`config.mk`:
```
export PLATFORM = sky130hd
export DESIGN_NAME = sample_sequencer_flat
export DESIGN_NICKNAME = d
export VERILOG_FILES = /design/src/rtl/sample_sequencer_if.sv /design/src/rtl/sample_sequencer.sv /design/src/flat_wrapper.sv
export SDC_FILE = /design/constraint.sdc
export NUM_CORES = 1
export LEC_CHECK = 0
export ABC_CLOCK_PERIOD_IN_PS = 1950
export CORE_UTILIZATION = 40
export DETAILED_ROUTE_END_ITERATION = 7
export PLACE_DENSITY = 0.69
export SKIP_CTS_REPAIR_TIMING = 1
export SLEW_MARGIN = 30
export SYNTH_ARGS = -nofsm -noshare
export SYNTH_HDL_FRONTEND = slang
export SYNTH_SLANG_ARGS = --single-unit
```
`constraint.sdc`:
```
create_clock -name sysclk -period 1.95 [get_ports sysclk]
set_clock_uncertainty 0.05 [all_clocks]
set_input_delay 0.39 -clock sysclk [delete_from_list [all_inputs] [get_ports sysclk]]
set_output_delay 0.39 -clock sysclk [all_outputs]
set_load 0.01 [all_outputs]
```
`src/rtl/sample_sequencer_if.sv`:
```
// Handshake bundle between the sample sequencer (master) and its ADC, processor
// and DAC/PWM neighbours (slave).
interface sample_sequencer_if #(
  parameter int unsigned DW = 10
);
  logic          adc_start;
  logic          adc_channel;
  logic [DW-1:0] adc_data;
  logic          adc_valid;
  logic          proc_start;
  logic [DW-1:0] proc_a;
  logic [DW-1:0] proc_b;
  logic [DW-1:0] proc_dout;
  logic          proc_done;
  logic [DW-1:0] dac_data;
  logic          dac_load;

  modport master (
    output adc_start, adc_channel,
    input  adc_data, adc_valid,
    output proc_start, proc_a, proc_b,
    input  proc_dout, proc_done,
    output dac_data, dac_load
  );

  modport slave (
    input  adc_start, adc_channel,
    output adc_data, adc_valid,
    input  proc_start, proc_a, proc_b,
    output proc_dout, proc_done,
    input  dac_data, dac_load
  );
endinterface

```
`src/rtl/sample_sequencer.sv`:
```
// Per-sample scheduler: on each tick converts CH0 then CH1, runs one processor pass
// and loads the result into the DAC/PWM register, with wait timeout and overrun flags.
module sample_sequencer #(
  parameter int unsigned DW          = 10,
  parameter int unsigned TIMEOUT_CYC = 4000,
  parameter int unsigned TW          = 13
) (
  input  logic               sysclk,
  input  logic               rst_n,
  input  logic               tick,
  input  logic               clr_flags,
  sample_sequencer_if.master bus,
  output logic               busy,
  output logic               overrun,
  output logic               timeout_err
);

  typedef enum logic [2:0] {
    IDLE,
    CONV0,
    WAIT0,
    CONV1,
    WAIT1,
    PROC,
    WAITP,
    LOAD
  } state_t;

  localparam logic [TW-1:0] CNT_LIMIT = TW'(TIMEOUT_CYC - 1);

  state_t        state;
  logic [TW-1:0] wait_cnt;
  logic          adc_start_q;
  logic          adc_channel_q;
  logic          proc_start_q;
  logic          dac_load_q;
  logic [DW-1:0] proc_a_q;
  logic [DW-1:0] proc_b_q;
  logic [DW-1:0] dac_data_q;
  logic          in_wait;
  logic          pulse_seen;
  logic          abort;

  // Only the pulse belonging to the current wait state counts; the expected pulse
  // wins over an expiring counter in the same cycle.
  always_comb begin
    in_wait    = 1'b0;
    pulse_seen = 1'b0;
    case (state)
      WAIT0, WAIT1: begin
        in_wait    = 1'b1;
        pulse_seen = bus.adc_valid;
      end
      WAITP: begin
        in_wait    = 1'b1;
        pulse_seen = bus.proc_done;
      end
      default: begin
        in_wait    = 1'b0;
        pulse_seen = 1'b0;
      end
    endcase
    abort = in_wait && !pulse_seen && (wait_cnt == CNT_LIMIT);
  end

  always_ff @(posedge sysclk or negedge rst_n) begin
    if (!rst_n) begin
      state         <= IDLE;
      wait_cnt      <= '0;
      adc_start_q   <= 1'b0;
      adc_channel_q <= 1'b0;
      proc_start_q  <= 1'b0;
      dac_load_q    <= 1'b0;
      proc_a_q      <= '0;
      proc_b_q      <= '0;
      dac_data_q    <= '0;
      busy          <= 1'b0;
      overrun       <= 1'b0;
      timeout_err   <= 1'b0;
    end else begin
      adc_start_q  <= 1'b0;
      proc_start_q <= 1'b0;
      dac_load_q   <= 1'b0;

      if (tick && busy) begin
        overrun <= 1'b1;
      end else if (clr_flags) begin
        overrun <= 1'b0;
      end

      if (abort) begin
        timeout_err <= 1'b1;
      end else if (clr_flags) begin
        timeout_err <= 1'b0;
      end

      // Strobes and busy are set on the transition into their state so that they
      // are registered yet line up exactly with the state they belong to.
      case (state)
        IDLE: begin
          if (tick) begin
            state         <= CONV0;
            busy          <= 1'b1;
            adc_start_q   <= 1'b1;
            adc_channel_q <= 1'b0;
          end
        end
        CONV0: begin
          state    <= WAIT0;
          wait_cnt <= '0;
        end
        WAIT0: begin
          if (pulse_seen) begin
            proc_a_q      <= bus.adc_data;
            state         <= CONV1;
            adc_start_q   <= 1'b1;
            adc_channel_q <= 1'b1;
          end else if (abort) begin
            state <= IDLE;
            busy  <= 1'b0;
          end else begin
            wait_cnt <= wait_cnt + TW'(1);
          end
        end
        CONV1: begin
          state    <= WAIT1;
          wait_cnt <= '0;
        end
        WAIT1: begin
          if (pulse_seen) begin
            proc_b_q     <= bus.adc_data;
            state        <= PROC;
            proc_start_q <= 1'b1;
          end else if (abort) begin
            state <= IDLE;
            busy  <= 1'b0;
          end else begin
            wait_cnt <= wait_cnt + TW'(1);
          end
        end
        PROC: begin
          state    <= WAITP;
          wait_cnt <= '0;
        end
        WAITP: begin
          if (pulse_seen) begin
            dac_data_q <= bus.proc_dout;
            state      <= LOAD;
            dac_load_q <= 1'b1;
          end else if (abort) begin
            state <= IDLE;
            busy  <= 1'b0;
          end else begin
            wait_cnt <= wait_cnt + TW'(1);
          end
        end
        LOAD: begin
          state <= IDLE;
          busy  <= 1'b0;
        end
        default: begin
          state <= IDLE;
          busy  <= 1'b0;
        end
      endcase
    end
  end

  assign bus.adc_start   = adc_start_q;
  assign bus.adc_channel = adc_channel_q;
  assign bus.proc_start  = proc_start_q;
  assign bus.proc_a      = proc_a_q;
  assign bus.proc_b      = proc_b_q;
  assign bus.dac_data    = dac_data_q;
  assign bus.dac_load    = dac_load_q;

endmodule
```
`src/flat_wrapper.sv`:
```
// flat-port wrapper written by rule: the top's interface ports become plain ports
module sample_sequencer_flat 
#(
  parameter int unsigned DW          = 10,
  parameter int unsigned TIMEOUT_CYC = 4000,
  parameter int unsigned TW          = 13
)
  (sysclk, rst_n, tick, clr_flags, busy, overrun, timeout_err, bus_adc_start, bus_adc_channel, bus_adc_data, bus_adc_valid, bus_proc_start, bus_proc_a, bus_proc_b, bus_proc_dout, bus_proc_done, bus_dac_data, bus_dac_load);
  sample_sequencer_if #(.DW(DW)) bus_i ();
  input  logic sysclk;
  input  logic rst_n;
  input  logic tick;
  input  logic clr_flags;
  output logic busy;
  output logic overrun;
  output logic timeout_err;
  output wire logic [$bits(bus_i.adc_start)-1:0] bus_adc_start;
  output wire logic [$bits(bus_i.adc_channel)-1:0] bus_adc_channel;
  input wire logic [$bits(bus_i.adc_data)-1:0] bus_adc_data;
  input wire logic [$bits(bus_i.adc_valid)-1:0] bus_adc_valid;
  output wire logic [$bits(bus_i.proc_start)-1:0] bus_proc_start;
  output wire logic [$bits(bus_i.proc_a)-1:0] bus_proc_a;
  output wire logic [$bits(bus_i.proc_b)-1:0] bus_proc_b;
  input wire logic [$bits(bus_i.proc_dout)-1:0] bus_proc_dout;
  input wire logic [$bits(bus_i.proc_done)-1:0] bus_proc_done;
  output wire logic [$bits(bus_i.dac_data)-1:0] bus_dac_data;
  output wire logic [$bits(bus_i.dac_load)-1:0] bus_dac_load;
  assign bus_adc_start = bus_i.adc_start;
  assign bus_adc_channel = bus_i.adc_channel;
  assign bus_i.adc_data = bus_adc_data;
  assign bus_i.adc_valid = bus_adc_valid;
  assign bus_proc_start = bus_i.proc_start;
  assign bus_proc_a = bus_i.proc_a;
  assign bus_proc_b = bus_i.proc_b;
  assign bus_i.proc_dout = bus_proc_dout;
  assign bus_i.proc_done = bus_proc_done;
  assign bus_dac_data = bus_i.dac_data;
  assign bus_dac_load = bus_i.dac_load;
  sample_sequencer #(.DW(DW), .TIMEOUT_CYC(TIMEOUT_CYC), .TW(TW)) u_core (.sysclk(sysclk), .rst_n(rst_n), .tick(tick), .clr_flags(clr_flags), .bus(bus_i), .busy(busy), .overrun(overrun), .timeout_err(timeout_err));
endmodule
```
# Word level (Yosys, flattened, before mapping)
# Index checks and enable logic that the tools add are counted.
# op_classes
n_addsub,1
eq_ne,13
n_mux,26
n_reduce_logical,19
# ops
op,count
2-to-1 mux 13 bit,2
case mux 13 bit (2 select lines),1
case mux 3 bit (8 select lines),1
2-to-1 mux 3 bit,5
adder 13 x 1 -> 13 bit (second input constant),1
== test 13 x 12 -> 1 bit (second input constant),1
2-to-1 mux 1 bit,13
== test 3 bit (second input constant),4
nonzero test 2 bit,4
== test 3 x 2 -> 1 bit (second input constant),2
inequality test 2 bit (second input constant),3
case mux 1 bit (2 select lines),3
AND reduction 2 bit,3
AND reduction 3 bit,2
OR reduction 3 bit,2
inequality test 2 x 1 -> 1 bit (second input constant),2
AND reduction 4 bit,1
== test 3 x 1 -> 1 bit (second input constant),1
logical AND 1 bit,3
zero test 3 bit,1
case mux 1 bit (3 select lines),1
nonzero test 3 bit,1
OR reduction 2 bit,1
zero test 1 bit,1
# totals
register_bits,53
in_bits,26
out_inout_bits,37
wordCells,71

# Longest topological paths before layout
# logic_depth
word_depth,9
depth_mapped,8
depth_no_buf,6

# Least setup slack after synthesis
# OpenSTA, ideal clock, no wires.
# synth_timing
path_kind,register to register
from,reg u_core.wait_cnt[0]
to,reg u_core.wait_cnt[3]
setup_ns,0.095
t_arrival_ns,1.826
t_required_ns,1.805
setup_slack_ns,-0.022
stages_incl_launch_ff,8
n_path_buf,2
synth_period_minus_slack_ns,1.972
cell_sequence,dfrtp_1 -> ha_1 -> and4_1 -> and4_4 -> buf_6 -> or3_1 -> buf_6 -> o31ai_1
# synth_via
elab_chain_cells,4
word_cells_on_any_way,8
cone_classes,1 x add/sub; 2 x eq/ne; 3 x mux; 2 x reduce/logical
# synth_lines
element,line,rtl
start: declaration,sample_sequencer.sv:32,logic [TW-1:0] wait_cnt;
start signal: assignment,sample_sequencer.sv:122,wait_cnt <= wait_cnt + TW'(1);
start signal: assignment,sample_sequencer.sv:138,wait_cnt <= wait_cnt + TW'(1);
start signal: assignment,sample_sequencer.sv:154,wait_cnt <= wait_cnt + TW'(1);
adder 13 x 1 -> 13 bit or == test 13 x 12 -> 1 bit (tied branches),n/a,
2-to-1 mux 13 bit or logical AND 1 bit (tied branches),n/a,
2-to-1 mux 13 bit or inequality test 2 bit (tied branches),n/a,
case mux 13 bit (2 select lines) or AND reduction 3 bit (tied branches),n/a,
# Several ways; a longest one is shown, not always the timed one. The select of a mux whose other input is x is not followed.
# A chain may end at the register's enable or synchronous reset.

# Final worst setup path
# layout_timing
from,in bus_adc_valid
to,reg u_core.wait_cnt[3]
# layout_via
elab_chain_cells,6
word_cells_on_any_way,7
cone_classes,2 x eq/ne; 1 x mux; 4 x reduce/logical
# layout_lines
element,line,rtl
start: declaration,flat_wrapper.sv:20,input wire logic [$bits(bus_i.adc_valid)-1:0] bus_adc_valid;
case mux 1 bit (2 select lines) *,sample_sequencer.sv:49,case (state)
zero test 1 bit,sample_sequencer.sv:63,abort = in_wait && !pulse_seen && (wait_cnt == CNT_LIMIT);
logical AND 1 bit (2 in a row),sample_sequencer.sv:63,
inequality test 2 bit (no line),n/a,
AND reduction 3 bit (no line) *,n/a,
# Every way passes the cells marked *; elsewhere a longest branch is shown, timed or not.

==> flow_summary.yaml <==
run_status:
  run_status: "finished, final reports clean"
floorplanning:
  die-area_sq_um: 6320
  placement_rows: 27
  initial_utilization_pct: 42.6
  dieWidth_um: 79.5
  ios: 63
  die_h_um: 79.5
  core_sq_um: 5640
worst_setup_path:
  cp-end-kind: "flop"
  worstPathRequired_ps: 2100
  worst-setup-path-type: "in2reg"
  worst_path_max_delay_cell: "sky130_fd_sc_hd__or3_4"
  reg2reg_to: "u_core.wait_cnt[3]$_DFFE_PN0P_"
  worst_ep_arrival_time_ps: 1950
  cpLargestDelayFamily: "simple AND/OR/NAND/NOR gates"
  critPathMaxFanout: 9
  worstRegToRegCells: 5
  r2r-start: "u_core.wait_cnt[0]$_DFFE_PN0P_"
  crit_path_start_kind: "input port"
  critical_path_cell_count: 6
  critical_path.startpoint: "bus_adc_valid"
  ff2ff_setup_slack_ps: 170
  max_stage_delay_ps: 460
  worstPathCellList: "clkdlybuf4s50_1 -> nor2b_1 -> a2bb2oi_1 -> a21oi_1 -> or3_4 -> o31ai_1"
  buffers_and_inverters_on_the_worst_path: 1
cells_and_area:
  layout-drive-gt1-share_pct: 12.4
  design.final.nets: 324
  antenna-diode-count: 0
  syn2layout_area_growth_pct: 38.5
grt:
  number_of_global_route_vias_before_repair: 1824
  grt_pass1_wl_um: 8760
  grt_start_max_net_pins: 54
  overflow: 0
  gr-usage-all-layers_pct: 17.5
  grt_antenna_before_repair: 0
flow_run:
  max_cap_violations: 0
power_and_ir_drop:
  seq_power_share_pct: 36.6
  pwr_density_cell_nw_per_um2: 1400
  internal_power_mw: 3.07
  power.clock.fraction_pct: 15.8
  total_power_mw: 4.67
  switching_share_pct: 34.1
  switching_power_mw: 1.59
  ir_worst_vdd_v: 0.00101
  cellLeakagePower_nw: 1.47
  combinational_share_of_power_pct: 47.6
clock_tree:
  cts_root_buffer: "sky130_fd_sc_hd__clkbuf_8"
  clk_path_buf_depth: 2
  htree_num_levels: 2
  clk_latency_ps: 300
  clk_pin_slew_ps: 100
  cts.sinks: 53
  cts_tree: "built"
  num_cts_buffers: 5
placement:
  gpl.final_weighted_congestion: 0.791
  dp_hpwl_um: 3690
  port_buffers: 62
  placement.setup.worst_slack_ps: -288
timing:
  unrepaired_setup_endpoints_after_global_routing: "false"
  setup_viol: 0
  timing.final.hold_violations: 0
  max_freq_ghz: 0.555
  min_period_over_period_pct: 92.3
  layout_min_cycle_time_ps: 1800
  max-slew-margin-rel_pct: 76.0
  worst_slew_pin_slew_ps: 359
  timing.final.max_slew_violations: 0
  post-route-worst-setup-slack_ps: 150
  final.setup.tns_ps: 0
routing:
  vias: 1897
  detail_route.vias_per_cell: 5.13
  postRouteWirelength_um: 5160
  remaining_design_rule_violation_count: 0
  drtIter0Drc: 118
  wire_per_inst_um: 13.9
  firstDrtPassIters: 4
  detail-route-antenna-nets: 0
synth:
  syn-cell-area_sq_um: 2400
  ys_ff_latch: 53
  yosys.area.top_type: "sky130_fd_sc_hd__dfrtp_1"
  synth_seq_area_share_pct: 55.2
  synth.distinct_cells: 40
  synth.area.top_cells: "sky130_fd_sc_hd__dfrtp_1 55%, sky130_fd_sc_hd__mux2_1 9.4%, sky130_fd_sc_hd__nand2_1 6.3%"
  netlist_instances: 222
  synth_nets: 249
  postSynthAreaPerCell_sq_um: 10.8
  ys_warn_count: 0
  yosys.area.top_type_share_pct: 55.2
min_path:
  timing.hold.worst.class: "in2async"
cells in the final DEF, fill, tap and decap left out, types with 3 or more instances in the layout:
| cell type | Yosys | final |
|---|---|---|
| sky130_fd_sc_hd__o21ai_1 | 6 | 6 |
| sky130_fd_sc_hd__dfrtp_1 | 53 | 53 |
| sky130_fd_sc_hd__buf_4 | 0 | 19 |
| sky130_fd_sc_hd__nand2b_1 | 3 | 3 |
| sky130_fd_sc_hd__nand2_1 | 40 | 40 |
| sky130_fd_sc_hd__a21oi_1 | 9 | 9 |
| sky130_fd_sc_hd__inv_1 | 4 | 4 |
| sky130_fd_sc_hd__nor2_1 | 13 | 13 |
| sky130_fd_sc_hd__nand4_1 | 4 | 4 |
| sky130_fd_sc_hd__clkdlybuf4s50_1 | 0 | 61 |
| sky130_fd_sc_hd__clkbuf_8 | 0 | 5 |
| sky130_fd_sc_hd__nand3_1 | 5 | 5 |
| sky130_fd_sc_hd__o31ai_1 | 18 | 18 |
| sky130_fd_sc_hd__mux2_1 | 20 | 20 |
per-stage QoR:
stage	cells	utilization, %	instance area, sq um	hold slack [ps]
final	370	58.9	3330	7.27
after global placement	362	56.9	3210	356
after detailed placement	362	56.9	3210	355
after global routing	370	58.9	3330	30.1
after floorplan	222	-	2400	44.4
after CTS	370	58.9	3320	18.7
per-layer routing:
metal | global-route usage [%] | up-vias | wire length [um]
li1 | - | 947 | -
met1 | 23.6 | 905 | 2410
met2 | 29.2 | 41 | 2490
met3 | 3.09 | 4 | 219
met4 | 4.00 | 0 | 45
met5 | 0 | - | 0
power by group through the flow:
| stage | Sequential [mW] | Combinational (mW) | Clock, mW |
|---|---|---|---|
| 6_report | 1.71 | 2.22 | 0.737 |
| 5_1_grt | 1.76 | 2.43 | 0.808 |
| 2_1_floorplan | 1.89 | 0.939 | 0 |
| 3_5_place_dp | 1.74 | 2.22 | 0 |
| 4_1_cts | 1.71 | 2.23 | 0.770 |
| 3_3_place_gp | 1.71 | 2.20 | 0 |
how the worst max path moves through the flow:
stage	to	slack (ps)
2_1_floorplan	u_core.wait_cnt[3]$_DFFE_PN0P_	20
3_3_place_gp	u_core.wait_cnt[9]$_DFFE_PN0P_	-210
3_5_place_dp	u_core.wait_cnt[3]$_DFFE_PN0P_	-290
4_1_cts	u_core.wait_cnt[3]$_DFFE_PN0P_	30
5_1_grt	u_core.wait_cnt[3]$_DFFE_PN0P_	40
6_report	u_core.wait_cnt[3]$_DFFE_PN0P_	150
final cells by class:
type                       count  area [sq um]
clock buffer                   5          68.8
tap                           72          90.1
timing repair buffer          83           798
fill                         484          2320
sequential                    53          1330
inverter                       4          15.0
multi-input combinational    150           983
clock inverter                 3          43.8
cell families (layout without fill, tap and decap cells):
| kind of cell | Yosys count | after routing | share of synthesized area, % |
|---|---|---|---|
| compound gates | 47 | 47 | 13.3 |
| buf+inv | 19 | 95 | 4.38 |
| xor+xnor | 1 | 1 | 0.365 |
| simple gates | 79 | 79 | 16.0 |
| flops | 53 | 53 | 55.2 |
| fa+ha+maj | 1 | 1 | 0.521 |
| mux | 22 | 22 | 10.2 |
flip-flops by register name (all words and copies together), names as in the netlist:
name,cells
u_core.bus.proc_b,10
u_core.overrun,1
u_core.timeout_err,1
u_core.state,3
u_core.bus.dac_load,1
u_core.bus.dac_data,10
u_core.bus.adc_start,1
u_core.bus.proc_start,1
u_core.wait_cnt,13
u_core.bus.adc_channel,1
u_core.busy,1
u_core.bus.proc_a,10
synthesized netlist by cell type (all sizes together):
master / instances
xor2: 1
clkbuf: 7
o22ai: 2
nand4b: 1
and4: 3
a21oi: 9
nor2: 13
nand2: 40
mux2i: 2
or3: 1
nand2b: 3
nor4b: 1
a31oi: 2
nor3: 1
ha: 1
buf: 8
nor4: 1
a21boi: 1
and3: 1
o41ai: 1
inv: 4
mux2: 20
nor2b: 2
o31ai: 19
o21bai: 1
nand3: 5
nand4: 4
a41oi: 1
a2bb2oi: 2
a211oi: 1
dfrtp: 53
and2: 2
nor4bb: 1
o21ai: 7
a31o: 1
(Power assumes the default switching activity.)
==> RTL edit 1, RTL diff (config.mk and constraints unchanged) <==
`TIMEOUT_CYC` is set to 4000 in 2 places; all go to 2000.
--- a/src/rtl/sample_sequencer.sv
+++ b/src/rtl/sample_sequencer.sv
@@ -2,7 +2,7 @@
 // and loads the result into the DAC/PWM register, with wait timeout and overrun flags.
 module sample_sequencer #(
   parameter int unsigned DW          = 10,
-  parameter int unsigned TIMEOUT_CYC = 4000,
+  parameter int unsigned TIMEOUT_CYC = 2000,
   parameter int unsigned TW          = 13
 ) (
   input  logic               sysclk,
--- a/src/flat_wrapper.sv
+++ b/src/flat_wrapper.sv
@@ -2,7 +2,7 @@
 module sample_sequencer_flat 
 #(
   parameter int unsigned DW          = 10,
-  parameter int unsigned TIMEOUT_CYC = 4000,
+  parameter int unsigned TIMEOUT_CYC = 2000,
   parameter int unsigned TW          = 13
 )
   (sysclk, rst_n, tick, clr_flags, busy, overrun, timeout_err, bus_adc_start, bus_adc_channel, bus_adc_data, bus_adc_valid, bus_proc_start, bus_proc_a, bus_proc_b, bus_proc_dout, bus_proc_done, bus_dac_data, bus_dac_load);
Behaviour: no difference found for any inputs over 10 cycles, from zero or initial values and one cycle with rst_n low; that may be too few to reach the edited logic, so the function may still have changed.
==> RTL edit 1 against the original RTL <==
  * Total power grew 4.6%
  * Sequential power rose by 4%
  * Die area grew 1.0%
  * Register-to-register slack worse by 0.06 ns
  * Sequential cell count did not move
  * Synthesized area rose by 1.0%
  * Global-route usage grew 0.15 points
  * Wire length rose by 0.74%
  * Fmax is 2.3% lower
  * Design area grew 1.8%
  * Worst setup slack worse by 0.043 ns
  * Via count fell by 1.1%
  * Largest power group unchanged
==> RTL edit 1: results (changes against the original RTL) <==
stage,metric,value,unit,change
run_status,outcome,completed,,
clock_tree,worstSkewPairLatency,0.31,ns,
yosys,synthesis.nets,228,,-8.4%
setup_path,r2r_cells,5,,unchanged
global_routing,grt_use_total,17.67,%,+0.15 points
global_routing,grt_pass1_vias,1832,,+0.44%
sta,tightest_slew,0.4794,ns,+0.1207 ns
place,place_congestion,0.7943,,+0.46%
setup_path,rr_endpoint,u_core.wait_cnt[12]$_DFFE_PN0P_,,
finish,drive_gt1_share,25.70,%,+13 points
setup_path,crit_type,flip-flop to flip-flop,,
hold_path,hold_path.class,input pin to asynchronous set/reset pin,,
global_routing,grt_pass1_wl,8714,µm,-0.56%
yosys,synth_fa_ha_area_share,0.5157,%,-0.0054 points
setup_path,worstSetupStartpoint,u_core.wait_cnt[1]$_DFFE_PN0P_,,
yosys,synth_compound_area_share,11.14,%,-2.1 points
setup_path,slowest_stage,or4_4,,
sta,min_period,1.843,ns,+0.04283 ns
setup_path,critPathMaxStageDelay,0.41,ns,-0.05 ns
yosys,yosys-top-cells-area,"dfrtp_1 55%, mux2_2 14%, a21oi_1 2.1%",,
global_routing,grt.met1_usage,23.75,%,+0.11 points
setup_path,rrSetupSlack,0.11,ns,-0.06 ns
yosys,yosysMostFrequentCell,dfrtp_1,,
global_routing,grt_max_degree,54,,unchanged
yosys,synth_cell_type_count,48,,+20%
drt,vias,1876,,-1.1%
place,dp_hpwl,3635,µm,-1.5%
place,pre_cts_slack,-0.2054,ns,+0.08282 ns
yosys,synth_top_family_by_area,multiplexers,,
finish,fillers,495,,+2.3%
power_and_ir_drop,ir_worst_vdd,0.0007751,V,-23%
global_routing,busiest_layer,met2,,
yosys,yosysSeqAreaShare,54.67,%,-0.57 points
global_routing,use_met3,8.114,%,+5.0 points
yosys,synthXorXnorAreaFrac,0,%,-0.36 points
yosys,synth_mux_area_share,16.09,%,+5.9 points
clock_tree,cts.clk_slew.worst_paths,0.10,ns,about the same
drt,avgRoutedWirePerCell,14.48,µm,+3.8%
setup_path,critPathArrivalTime,1.99,ns,+0.04 ns
yosys,synth_ff_type,dfrtp_1,,
finish,fin_nets,310,,-4.3%
setup_path,worstPathMaxFanout,4,,-5
global_routing,grt_use_met2,25.98,%,-3.2 points
finish,regMostFlops,u_core.wait_cnt,,
finish,antenna_cells,0,,unchanged
setup_path,critical-path-top-delay-family,simple AND/OR/NAND/NOR gates,,
drt,drt_iter0_drc,74,,-37%
yosys,synthTopCellsByCount,"53 x dfrtp_1, 30 x mux2_2, 10 x a21oi_1",,
power_and_ir_drop,power_leakage,0.001427,µW,-2.8%
drt,drt_first_pass_iters,6,,+2
## RTL edit 1: cell families (layout without fill, tap and decap cells)
kind of cell             after synthesis  in the layout
flip-flops                            53             53
AO/OA/AOI/OAI                         38             38
AND/OR/NAND/NOR                       55             55
multiplexers                          35             35
adder cells (fa/ha/maj)                1              1
buffers and inverters                 19            102
## RTL edit 1: layout make-up
cell class / count / area share, %
Sequential cell: 53 / 39.17
Multi-Input combinational cell: 129 / 30.49
Timing Repair Buffer: 85 / 24.02
Tap cell: 75 / 2.772
Clock buffer: 6 / 2.143
Inverter: 9 / 0.9978
Clock inverter: 2 / 0.4065
## RTL edit 1: per-layer routing
metal	share of wire [%]	up-vias
met5	0	-
met4	0.63	0
met3	9.6	4
met2	43	52
met1	46	913
li1	-	907
## RTL edit 1: stage by stage
stage                     cell area [µm²]  hold slack (ns)  power (µW)  instances
final                                3386         0.006278        4880        359
after global routing                 3386          0.01859        5225        359
after CTS                            3369         0.009207        4930        358
after detailed placement             3283           0.3577        4275        350
after global placement               3283           0.3594        4234        350
after floorplan                      2426          0.04441        3036        201
## RTL edit 1: where the power goes
group,internal [µW],switching (µW)
Sequential,1530,256
Clock,257,366
Combinational,1440,1040
Total,3220,1660
## RTL edit 1: worst reg2reg max path, stage by stage, from the launching register on
cell     delay [ns]
dfrtp_1        0.38
ha_2           0.20
nand3_1        0.11
or2_4          0.27
or4_4          0.41
mux2_1         0.32
==> RTL edit 2, RTL diff (same settings) <==
Made on the original files. Put one more register stage on the output `overrun`, with the module's reset. The value now appears one clock later. The other outputs are not delayed to match.
--- a/src/rtl/sample_sequencer.sv
+++ b/src/rtl/sample_sequencer.sv
@@ -27,6 +27,8 @@
   } state_t;
 
   localparam logic [TW-1:0] CNT_LIMIT = TW'(TIMEOUT_CYC - 1);
+
+  logic overrun_s0;
 
   state_t        state;
   logic [TW-1:0] wait_cnt;
@@ -75,7 +77,7 @@
       proc_b_q      <= '0;
       dac_data_q    <= '0;
       busy          <= 1'b0;
-      overrun       <= 1'b0;
+      overrun_s0    <= 1'b0;
       timeout_err   <= 1'b0;
     end else begin
       adc_start_q  <= 1'b0;
@@ -83,9 +85,9 @@
       dac_load_q   <= 1'b0;
 
       if (tick && busy) begin
-        overrun <= 1'b1;
+        overrun_s0 <= 1'b1;
       end else if (clr_flags) begin
-        overrun <= 1'b0;
+        overrun_s0 <= 1'b0;
       end
 
       if (abort) begin
@@ -174,4 +176,12 @@
   assign bus.dac_data    = dac_data_q;
   assign bus.dac_load    = dac_load_q;
 
+  always_ff @(posedge sysclk or negedge rst_n) begin
+    if (!rst_n) begin
+      overrun <= '0;
+    end else begin
+      overrun <= overrun_s0;
+    end
+  end
+
 endmodule
Function: changed (a bounded check fails within 4 cycles, from zero or initial values and one cycle with rst_n low).
==> RTL edit 2 against the original RTL <==
  * The flow now finishes with violations (negative hold slack)
  * Total power decreased by 1.7%
  * Wire length about the same
  * Sequential cell count rose by 1
  * Register-to-register slack worse by 0.099 ns
  * Synthesized area grew 2.0%
  * Global-route usage shrank 0.88 points
  * Critical path depth unchanged
  * Worst setup slack got worse by 0.079 ns
  * Clock power decreased by 17%
  * Design area rose by 1.2%
  * Utilization is 2.1 points lower
  * Largest power group unchanged
  * Highest routed layer unchanged
==> RTL edit 2: results (changes against the original RTL) <==
stage,metric,value,unit,change
yosys,synth_cell_type_count,44,,+10%
finish,buffer_area_share,23.56,%,-0.44 points
setup_path,critPathArrivalTime,2.06,ns,+0.11 ns
run_status,outcome,finished with violations,,
finish,nNonClkInverters,5,,+1
global_routing,grt_pass1_wl,8190,µm,-6.5%
place,pre_cts_slack,-0.2749,ns,+0.01327 ns
power_and_ir_drop,power.internal,3047,µW,-0.91%
yosys,synthXorXnorAreaFrac,0.3575,%,-0.0073 points
setup_path,critPathMaxStageDelay,0.51,ns,+0.05 ns
global_routing,grt_max_degree,55,,+1.9%
global_routing,use_met3,3.864,%,+0.78 points
drt,drt_iter0_drc,78,,-34%
place,dp_hpwl,3762,µm,+2.0%
finish,multiInputGateArea,0.001021,mm²,+3.8%
finish,signal_buffers,80,,-3.6%
power_and_ir_drop,ir_worst_vdd,0.0008077,V,-20%
yosys,synth_fa_ha_area_share,0.5107,%,-0.010 points
finish,fillers,510,,+5.4%
finish,fin_nets,321,,-0.93%
sta,holdWs,-0.01173,ns,-0.01900 ns
sta,slew_headroom,68.23,%,-7.8 points
run_status,violations,negative hold slack,,
yosys,yosysSeqAreaShare,55.16,%,-0.079 points
finish,nClkBuffers,6,,+1
setup_path,crit_path_start_kind,flip-flop,,
place,place_area,0.003268,mm²,+1.9%
power_and_ir_drop,power_leakage,0.001477,µW,+0.58%
sta,hold_violations,9,,+9
global_routing,grt_use_total,16.64,%,-0.88 points
place,place_congestion,0.7717,,-2.4%
RTL edit 2: cell types whose count changed after synthesis, moves of 3 or more:
cell     before  now
o21ai_1       6    1
mux2_2        0   15
nand3_1       5    8
mux2_1       20    5
or2_2         0    3
nor2_1       13    4
o21ai_0       1    5
or4_1         0    6
o31ai_1      18    7
mux2i_1       2    5
RTL edit 2: path summary, 6_finish.rpt:
path | endpoint | slack [ns] | depth (start not counted)
max in group asynchronous | u_core.state[1]$_DFFE_PN0N_ | 1.57 | 2
worst max register to register | u_core.wait_cnt[12]$_DFFE_PN0P_ | 0.07 | 6
min in group sysclk | u_core.overrun$_DFF_PN0_ | 0.35 | 0
worst min register to register | u_core.overrun$_DFF_PN0_ | 0.35 | 0
worst min-delay path | u_core.bus.proc_a[5]$_DFFE_PN0P_ | -0.01 | 2
worst max-delay path | u_core.wait_cnt[12]$_DFFE_PN0P_ | 0.07 | 6
RTL edit 2: kinds of logic after synthesis:
kind of cell	after synthesis
xor+xnor	1
buf+inv	16
mux	25
fa+ha+maj	1
simple gates	87
flops	54
compound gates	34
RTL edit 2: metal layers:
layer / routed length [µm] / vias up / part of all wire [%]
met5: 0 / - / 0
li1: - / 933 / -
met2: 2384 / 54 / 46
met3: 264 / 9 / 5.1
met4: 93 / 0 / 1.8
met1: 2420 / 918 / 47
RTL edit 2: stage by stage:
step           total power (µW)  hold slack (ns)
5_1_grt                    4896          0.01529
6_report                   4586         -0.01173
4_1_cts                    4630          0.01565
3_5_place_dp               4011           0.3328
2_1_floorplan              2885          0.04441
3_3_place_gp               3963           0.3220
RTL edit 2: power groups by stage:
stage	clock, µW	combinational, µW	sequential [µW]
final	611	2180	1790
after global routing	668	2370	1850
after CTS	635	2210	1790
after detailed placement	0	2200	1810
after global placement	0	2160	1800
after floorplan	0	962	1920
